**config.mk**
```make
export PLATFORM = sky130hd
export DESIGN_NAME = adder_bist
export DESIGN_NICKNAME = d
export VERILOG_FILES = /design/src/rtl/adder_pkg.sv /design/src/rtl/bist_lfsr.sv /design/src/rtl/adder_bist.sv
export SDC_FILE = /design/constraint.sdc
export NUM_CORES = 1
export LEC_CHECK = 0
export ABC_AREA = 1
export CAP_MARGIN = 10
export CORE_UTILIZATION = 28
export CTS_BUF_LIST = sky130_fd_sc_hd__clkbuf_16
export DETAILED_ROUTE_END_ITERATION = 10
export PLACE_DENSITY = 0.67
export SLEW_MARGIN = 40
export SYNTH_ARGS = -nofsm -noshare
export SYNTH_HDL_FRONTEND = slang
export SYNTH_SLANG_ARGS = --single-unit
```
**constraint.sdc**
```tcl
create_clock -name clk -period 3.2 [get_ports clk]
set_clock_uncertainty 0.05 [all_clocks]
set_input_delay 0.48 -clock clk [delete_from_list [all_inputs] [get_ports clk]]
set_output_delay 0.48 -clock clk [all_outputs]
set_load 0.05 [all_outputs]
```
**src/rtl/adder_pkg.sv**
```systemverilog
// adder_pkg: shared state, LFSR and scoreboard types for the adder BIST
package adder_pkg;
    localparam int BIST_OP_W = 16;
    localparam int BIST_SUM_W = BIST_OP_W + 1;
    localparam logic [31:0] BIST_LFSR_TAPS = 32'h80200003;
    typedef enum logic [1:0] {IDLE, RUN, DRAIN, DONE} bist_state_e;
    typedef struct packed {
        logic valid;
        logic [BIST_OP_W-1:0] a;
        logic [BIST_OP_W-1:0] b;
        logic [BIST_SUM_W-1:0] expected;
    } bist_pend_t;
    function automatic logic [15:0] sat_inc(input logic [15:0] v);
        return (v == 16'hFFFF) ? v : v + 16'd1;
    endfunction
endpackage

```
**src/rtl/bist_lfsr.sv**
```systemverilog
// bist_lfsr: 32-bit Galois LFSR with seed load (zero seed becomes 1) and per-cycle advance; exposes the operands of its next value
module bist_lfsr import adder_pkg::*; #(
    parameter int OP_BITS = 8
) (
    input logic clk,
    input logic rst_n,
    input logic load,
    input logic adv,
    input logic [31:0] seed,
    output logic [BIST_OP_W-1:0] nxt_a,
    output logic [BIST_OP_W-1:0] nxt_b,
    output logic nxt_valid
);
    logic [31:0] lfsr;
    logic [31:0] nxt;
    // Next state: load wins over advance; operands are sliced from the value about to be stored
    always_comb begin
        nxt = load ? ((seed == 32'd0) ? 32'd1 : seed)
            : adv ? ((lfsr >> 1) ^ (lfsr[0] ? BIST_LFSR_TAPS : 32'd0)) : lfsr;
        nxt_a = BIST_OP_W'(nxt[OP_BITS-1:0]);
        nxt_b = BIST_OP_W'(nxt[16+OP_BITS-1:16]);
        nxt_valid = nxt[31];
    end
    // LFSR state register
    always_ff @(posedge clk or negedge rst_n) begin
        if (!rst_n) lfsr <= 32'd1;
        else lfsr <= nxt;
    end
endmodule

```
**src/rtl/adder_bist.sv**
```systemverilog
// adder_bist: pseudo-random stimulus and latency-matched scoreboard for the adder; ADDER_BIST_ERR_LOG_EN builds first-failure capture
module adder_bist import adder_pkg::*; #(
    parameter int WIDTH = 32,
    parameter int OP_BITS = 8,
    parameter int LATENCY = 1
) (
    input logic clk,
    input logic rst_n,
    input logic start,
    input logic [15:0] num_trans,
    input logic [31:0] seed,
    output logic [WIDTH-1:0] a,
    output logic [WIDTH-1:0] b,
    output logic valid,
    input logic [WIDTH:0] sum,
    output logic busy,
    output logic done,
    output logic [15:0] txn_count,
    output logic [15:0] pass_count,
    output logic [15:0] fail_count,
    output logic [WIDTH-1:0] err_a,
    output logic [WIDTH-1:0] err_b,
    output logic [WIDTH:0] err_exp,
    output logic [WIDTH:0] err_got
);
    localparam int DW = $clog2(LATENCY + 1);
    bist_state_e state;
    logic [15:0] issue_cnt;
    logic [DW-1:0] drain_cnt;
    logic [BIST_OP_W-1:0] op_a, op_b, lfsr_a, lfsr_b;
    logic lfsr_valid, accept, issuing, check, hit;
    bist_pend_t issue;
    bist_pend_t pend [LATENCY];

    assign accept = start && (state == IDLE || state == DONE);
    assign issuing = accept ? (num_trans != 16'd0) : (state == RUN && issue_cnt != 16'd1);
    assign a = WIDTH'(op_a);
    assign b = WIDTH'(op_b);
    assign check = pend[LATENCY-1].valid;
    assign hit = sum === (WIDTH+1)'(pend[LATENCY-1].expected);

    bist_lfsr #(.OP_BITS(OP_BITS)) u_lfsr (
        .clk(clk),
        .rst_n(rst_n),
        .load(accept),
        .adv(state == RUN),
        .seed(seed),
        .nxt_a(lfsr_a),
        .nxt_b(lfsr_b),
        .nxt_valid(lfsr_valid)
    );

    // Control FSM; operands are registered so the last RUN edge already drives zeros
    always_ff @(posedge clk or negedge rst_n) begin
        if (!rst_n) begin
            state <= IDLE;
            issue_cnt <= '0;
            drain_cnt <= '0;
            op_a <= '0;
            op_b <= '0;
            valid <= 1'b0;
            busy <= 1'b0;
            done <= 1'b0;
        end else begin
            op_a <= issuing ? lfsr_a : '0;
            op_b <= issuing ? lfsr_b : '0;
            valid <= issuing & lfsr_valid;
            if (accept) begin
                state <= (num_trans == 16'd0) ? DRAIN : RUN;
                issue_cnt <= num_trans;
                drain_cnt <= DW'(LATENCY - 1);
                busy <= 1'b1;
                done <= 1'b0;
            end else begin
                case (state)
                    RUN: begin
                        issue_cnt <= issue_cnt - 16'd1;
                        if (issue_cnt == 16'd1) state <= DRAIN;
                    end
                    DRAIN: begin
                        drain_cnt <= drain_cnt - DW'(1);
                        if (drain_cnt == '0) begin
                            state <= DONE;
                            busy <= 1'b0;
                            done <= 1'b1;
                        end
                    end
                    default: ;
                endcase
            end
        end
    end

    // Pending entry for the transaction currently on the adder inputs
    always_comb begin
        issue.valid = valid;
        issue.a = op_a;
        issue.b = op_b;
        issue.expected = {1'b0, op_a} + {1'b0, op_b};
    end

    // Latency-matched shift register of expected results
    always_ff @(posedge clk or negedge rst_n) begin
        if (!rst_n) begin
            for (int i = 0; i < LATENCY; i++) pend[i] <= '0;
        end else begin
            pend[0] <= issue;
            for (int i = 1; i < LATENCY; i++) pend[i] <= pend[i-1];
        end
    end

    // Saturating scoreboard counters, cleared when a run is accepted
    always_ff @(posedge clk or negedge rst_n) begin
        if (!rst_n) begin
            txn_count <= '0;
            pass_count <= '0;
            fail_count <= '0;
        end else if (accept) begin
            txn_count <= '0;
            pass_count <= '0;
            fail_count <= '0;
        end else if (check) begin
            txn_count <= sat_inc(txn_count);
            pass_count <= hit ? sat_inc(pass_count) : pass_count;
            fail_count <= hit ? fail_count : sat_inc(fail_count);
        end
    end

`ifdef ADDER_BIST_ERR_LOG_EN
    // Hold the first miscompare of the run until the next accepted start
    always_ff @(posedge clk or negedge rst_n) begin
        if (!rst_n) begin
            err_a <= '0;
            err_b <= '0;
            err_exp <= '0;
            err_got <= '0;
        end else if (accept) begin
            err_a <= '0;
            err_b <= '0;
            err_exp <= '0;
            err_got <= '0;
        end else if (check && !hit && fail_count == 16'd0) begin
            err_a <= WIDTH'(pend[LATENCY-1].a);
            err_b <= WIDTH'(pend[LATENCY-1].b);
            err_exp <= (WIDTH+1)'(pend[LATENCY-1].expected);
            err_got <= sum;
        end
    end
`else
    assign err_a = '0;
    assign err_b = '0;
    assign err_exp = '0;
    assign err_got = '0;
`endif
endmodule

```
Word level (Yosys, flattened, before mapping)
Cells that the tools add are included.
{"block": "word_totals", "wordCells": 89, "inputBits": 84, "out_inout_bits": 245, "ff_bits": 128}
{"block": "classes", "addsub": 6, "reduce_logical": 17, "bitwise": 2, "n_eq_ne": 16, "muxes": 33}
{"operator": "$mux 16", "count": 13}
{"operator": "$mux 32", "count": 4}
{"operator": "$add 16x1->16 const B", "count": 3}
{"operator": "$eq 16x16->1 const B", "count": 3}
{"operator": "$eqx 33x9->1", "count": 1}
{"operator": "$logic_not 32->1", "count": 1}
{"operator": "$xor 31x32->32", "count": 1}
{"operator": "$eq 16x1->1 const B", "count": 1}
{"operator": "$logic_not 16->1", "count": 1}
{"operator": "$mux 8", "count": 2}
{"operator": "$ne 16x1->1 const B", "count": 1}
{"operator": "$reduce_bool 16->1", "count": 1}
{"operator": "$sub 16x1->16 const B", "count": 1}
{"operator": "$add 8x8->9", "count": 1}
{"operator": "$mux 1", "count": 9}
{"operator": "$reduce_and 3->1", "count": 3}
{"operator": "$mux 2", "count": 4}
{"operator": "$ne 2x2->1 const B", "count": 4}
{"operator": "$reduce_bool 2->1", "count": 4}
{"operator": "$ne 3x3->1 const B", "count": 2}
{"operator": "$eq 2x2->1 const B", "count": 2}
{"operator": "$pmux 2 s2", "count": 1}
{"operator": "$reduce_and 2->1", "count": 2}
{"operator": "$reduce_bool 3->1", "count": 1}
{"operator": "7 further kinds", "count": 8}

Logic depth before layout (Yosys ltp)
{"block": "depth", "ltp_word": 5, "depth_mapped": 11, "depth_no_buf": 10}

Modules after synthesis
Synthesis repeated with hierarchy kept, for this count alone.
{"block": "unflattened", "hier_cells": 1421, "hier_area_um2": 10765.3}
{"mod": "adder_bist", "instances": 1, "cells_per_inst": 1204, "area_per_inst_um2": 8952.3, "seq_area_each_um2": 3002.9}
{"mod": "bist_lfsr", "instances": 1, "cells_per_inst": 217, "area_per_inst_um2": 1813.0, "seq_area_each_um2": 802.0}

Worst setup path after synthesis
OpenSTA, ideal clock, no wires.
{"block": "synth_path", "path_kind": "register -> register", "start": "reg txn_count[0]", "end": "reg txn_count[13]", "stages_incl_launch_ff": 11, "synth_period_minus_slack_ps": 1992, "n_path_buf": 1, "arrival_time_ps": 1868, "path_slack_ps": 1208, "required_time_ps": 3076, "setup_time_ps": 74, "cell_sequence": "dfrtp_1 ha_1 nand3_2 nor2_2 nand2_1 nor2_2 nand3_1 nand2_4 buf_6 nand2_1 o21ai_2"}
{"block": "synth_via", "elab_chain_cells": 4, "word_cells_on_any_way": 7, "cone_classes": "1 x add/sub; 2 x eq/ne; 3 x mux; 1 x reduce/logical"}
{"element": "from (decl)", "line_no": "adder_bist.sv:18", "rtl": "output logic [15:0] txn_count,"}
{"element": "from (signal assigned)", "line_no": "adder_bist.sv:123", "rtl": "txn_count <= sat_inc(txn_count);"}
{"element": "$add 16x1->16", "line_no": "adder_pkg.sv:14", "rtl": "return (v == 16'hFFFF) ? v : v + 16'd1;"}
{"element": "$mux 16", "line_no": "adder_pkg.sv:14"}
{"element": "$mux 16", "line_no": "adder_bist.sv:122", "rtl": "end else if (check) begin"}
{"element": "$mux 16", "line_no": "adder_bist.sv:118", "rtl": "end else if (accept) begin"}
Parallel ways exist; a longest one is shown, timed or not. The select of a mux whose other input is x is not followed.
A chain may end at the register's enable or synchronous reset.

Final worst setup path
{"block": "layout_path", "start": "reg state[0]", "end": "reg op_b[2]"}
{"block": "layout_via", "elab_chain_cells": 5, "word_cells_on_any_way": 10, "cone_classes": "2 x eq/ne; 4 x mux; 4 x reduce/logical"}
{"element": "from (decl)", "line_no": "adder_bist.sv:27", "rtl": "bist_state_e state;"}
{"element": "from (signal assigned)", "line_no": "adder_bist.sv:69", "rtl": "state <= (num_trans == 16'd0) ? DRAIN : RUN;"}
{"element": "$eq 2x2->1 / $logic_not 2->1 (equally long branches)", "line_no": "adder_bist.sv:35", "rtl": "assign accept = start && (state == IDLE || state == DONE);"}
{"element": "$logic_or 1x1->1", "line_no": "adder_bist.sv:35"}
{"element": "$logic_and 1x1->1", "line_no": "adder_bist.sv:35"}
{"element": "$mux 32 / $mux 1 (equally long branches)", "line_no": "bist_lfsr.sv:18, adder_bist.sv:36"}
{"element": "$mux 8 *", "line_no": "adder_bist.sv:66", "rtl": "op_b <= issuing ? lfsr_b : '0;"}
{"element": "to (signal assigned)", "line_no": "adder_bist.sv:66"}
{"element": "to (decl)", "line_no": "adder_bist.sv:30", "rtl": "logic [BIST_OP_W-1:0] op_a, op_b, lfsr_a, lfsr_b;"}
Every way passes the cells marked *; elsewhere a longest branch is shown, timed or not. The select of a mux whose other input is x is not followed.

==> summary.md <==
| Metric | Value |
|---|---|
| Placeable Area | 0.0316 mm^2 |
| Pwr/cell area | 765 mW/mm^2 |
| Net count, final | between 1000 and 1500 |
| Total Negative Setup Slacks | 0 ns |
| CTS Sinks | 128 |
| Final setup fails | 0 |
| Max Transition Viols Final | 0 |
| Most frequent cells after synthesis | 256 x nand2_1, 197 x buf_4, 153 x nor2_1 |
| Die width | about 180 um |
| Antenna-violating nets left | 0 |
| Initial Util | 28.5% |
| WP data required | roughly 3.5 ns |
| CTS tree | done |
| P_leak | ~5.2 nW |
| Crit path DAT | about 2.6 ns |
| Post-synth EDFFs | 0 |
| Seq pwr share | between 30% and 40% |
| Pre-CTS WS | between 0.6 and 0.7 ns |
| Clock Latency Late Sink | about 0.42 ns |
| Seq/Total Area, Yosys | between 30% and 40% |
| Hold buffer count at CTS | 0 |
| Cts bufs inserted | 17 |
| Number of diodes | 0 |
| Final hold vios | 0 |
| Post-CTS Setup Repair Bufs | 0 |
| Clk buf depth | 2 |
| Worst min path class | in2async |
| F_max | roughly 430 MHz |
| Placer Congestion | approximately 0.90 |
| Synth Instances | about 1200 |
| Layout Utilization | between 30% and 40% |
| CP endpoint kind | flip-flop |
| Tot GR Track Use | between 10 and 15% |
| DR iter-0 viols | 431 |
| Area contributors post-synth | dfrtp_1 35%, buf_4 16%, nand2_1 11%, nor2_1 6.4%, inv_1 5.2% |
| Vias post-DR | 7780 |
| Post-Syn Area | roughly 0.0090 mm^2 |
| Syn_area_per_cell | around 7.5 um^2 |
| H-tree Lvls | 4 |
| Drt drc | 0 |
| Unrepaired setup endpoints after global routing | no |
| Vias in the first global route | around 7000 |
| Share of the synthesized area in the top cell type | a little over a third |
| Net Sw Frac | ~46% |
| Area leader, netlist | dfrtp_1 |
| Final cycle utilization of the critical path | 73.1% |
| First-pass GRT wire length | approximately 36000 um |
| Core Rows | between 60 and 70 |
| Yosys Warn Count | 0 |
| GRT overflow | 0 |
| Die height | ~180 um |
| Io pins | 329 |
| Dpl hpwl | between 15000 and 20000 um |
| Routed length per instance | ~13 um |
| Vias per cell | around 4.4 |
| Switching power | ~3.8 mW |
| DR pass1 iterations | 5 |
| Worst Setup Start Kind | flip-flop |
| Synthesis-stage register bit count | between 100 and 150 |
| Input/output buffers | 150 |
| Final WS setup | roughly 0.86 ns |
| Worst-path clk slew | around 0.060 ns |
| Area Overhead vs Synth | 19.4% |
| Relative slew slack | a little under three fifths |
| Routed WL | 22300 um |
| Run status | finished, final reports clean |
| Count leader, synth | nand2_1 |
| Initial antenna violation count | 0 |
| CTS root buf | clkbuf_16 |
| Internal Power | about 4.4 mW |
| MaxCap Viol Count | 0 |
| Tmin final | around 2.3 ns |
| Share of layout cells above drive strength 1 | between 5 and 6% |
| Critical path class | reg2reg |
| Post-CTS sizing | 0 |
| Clk pwr share | 24.1% |
| Peak VDD IR | ~0.4 mV |
| Die Footprint | about 0.033 mm^2 |
| Combinational power share | a little under half |
| Async SR Flop Fraction | 100% |
| Critical path peak fanout | 22 |
| Distinct cells, synth | 45 |
| Measured slew at the worst slew-check pin | 0.671 ns |
| Largest net degree at the start of global routing | 78 |
| Top_reg_cell synth | dfrtp_1 |
[power by group through the flow]
stage	combinational [mW]	sequential (mW)	clock [mW]
detailed placement	3.72	2.55	0
floorplan	2.83	2.67	0
global placement	3.65	2.54	0
finish	3.73	2.53	1.98
CTS	3.74	2.53	2.03
global route	4.11	2.59	2.09
[metal layers]
| layer | vias up | track usage [%] | routed length [um] |
|---|---|---|---|
| met5 | - | 0 | 0 |
| met4 | 0 | 5.59 | 454 |
| met3 | 30 | 2.47 | 1110 |
| met2 | 334 | 24.8 | 11600 |
| met1 | 3634 | 16.1 | 9150 |
| li1 | 3782 | - | - |
[sequential cells by signal (all words and copies together), names as in the netlist]
signal       flops
busy             1
state            2
u_lfsr.lfsr     32
pass_count      16
txn_count       16
done             1
pend             9
valid            1
check            1
fail_count      16
drain_cnt        1
op_a             8
op_b             8
issue_cnt       16
[cell type report]
class	instances	area, um^2
sequential	128	3200
timing repair buffer	163	1620
clock buffer	17	425
tap	402	503
multi-input combinational	898	4350
inverter	130	488
clock inverter	15	174
fill	3212	20900
[metrics by stage]
stage | instances | power [mW] | area (um^2) | hold slack [ns]
after global routing | 1753 | 8.79 | 10800 | 0.0843
after global placement | 1721 | 6.19 | 10200 | 0.420
final | 1753 | 8.24 | 10800 | 0.0436
after detailed placement | 1721 | 6.27 | 10200 | 0.412
after floorplan | 1384 | 5.49 | 9690 | 0.134
after CTS | 1753 | 8.29 | 10800 | 0.0616
[critical path, stage by stage (launching register included)]
cell      delay (ns)
dfrtp_1         0.39
inv_1           0.06
ha_1            0.29
nand2_2         0.11
inv_2           0.19
nor2_2          0.15
buf_4           0.19
nand2_1         0.09
nand2_1         0.07
clkinv_1        0.39
a21oi_1         0.27
[cell usage in the layout (no fill, tap or decap), drive strengths merged]
cell type / count
nand2: 262
conb: 178
nor2: 164
clkdlybuf4s50: 149
inv: 132
dfrtp: 127
nand3: 80
nand4: 56
o211ai: 26
xor2: 23
a21oi: 18
o21ai: 18
clkbuf: 17
ha: 15
buf: 14
a221oi: 13
xnor2: 11
nor3: 10
clkinv: 7
o21bai: 5
o221ai: 4
nor4: 3
clkinvlp: 3
bufinv: 3
or2: 2
o311ai: 2
nor3b: 2
a21o: 1
a22oi: 1
nand3b: 1
a31o: 1
and2: 1
fa: 1
dfstp: 1
[final timing paths]
| check | start | to | slack (ns) | cells past startpoint |
|---|---|---|---|---|
| setup / recovery | state[0]$_DFFE_PN0P_ | op_b[2]$_DFF_PN0_ | 0.86 | 10 |
| hold / removal | rst_n | u_lfsr.lfsr[17]$_DFF_PN0_ | 0.04 | 1 |
| setup reg to reg | state[0]$_DFFE_PN0P_ | op_b[2]$_DFF_PN0_ | 0.86 | 10 |
| hold reg to reg | valid$_DFF_PN0_ | check$_DFF_PN0_ | 0.45 | 0 |
| max in group asynchronous | rst_n | op_a[5]$_DFF_PN0_ | 2.27 | 2 |
| min in group clk | valid$_DFF_PN0_ | check$_DFF_PN0_ | 0.45 | 0 |
[kinds of logic after synthesis]
kind of cell,Yosys count,synth area share [%]
simple gates,581,28.5
buf+inv,358,23.6
flops,128,35.5
compound gates,89,6.77
xor+xnor,34,3.30
fa+ha+maj,16,2.30
other cells,1,0.0416
No activity file was read; power rests on OpenSTA's default activity.
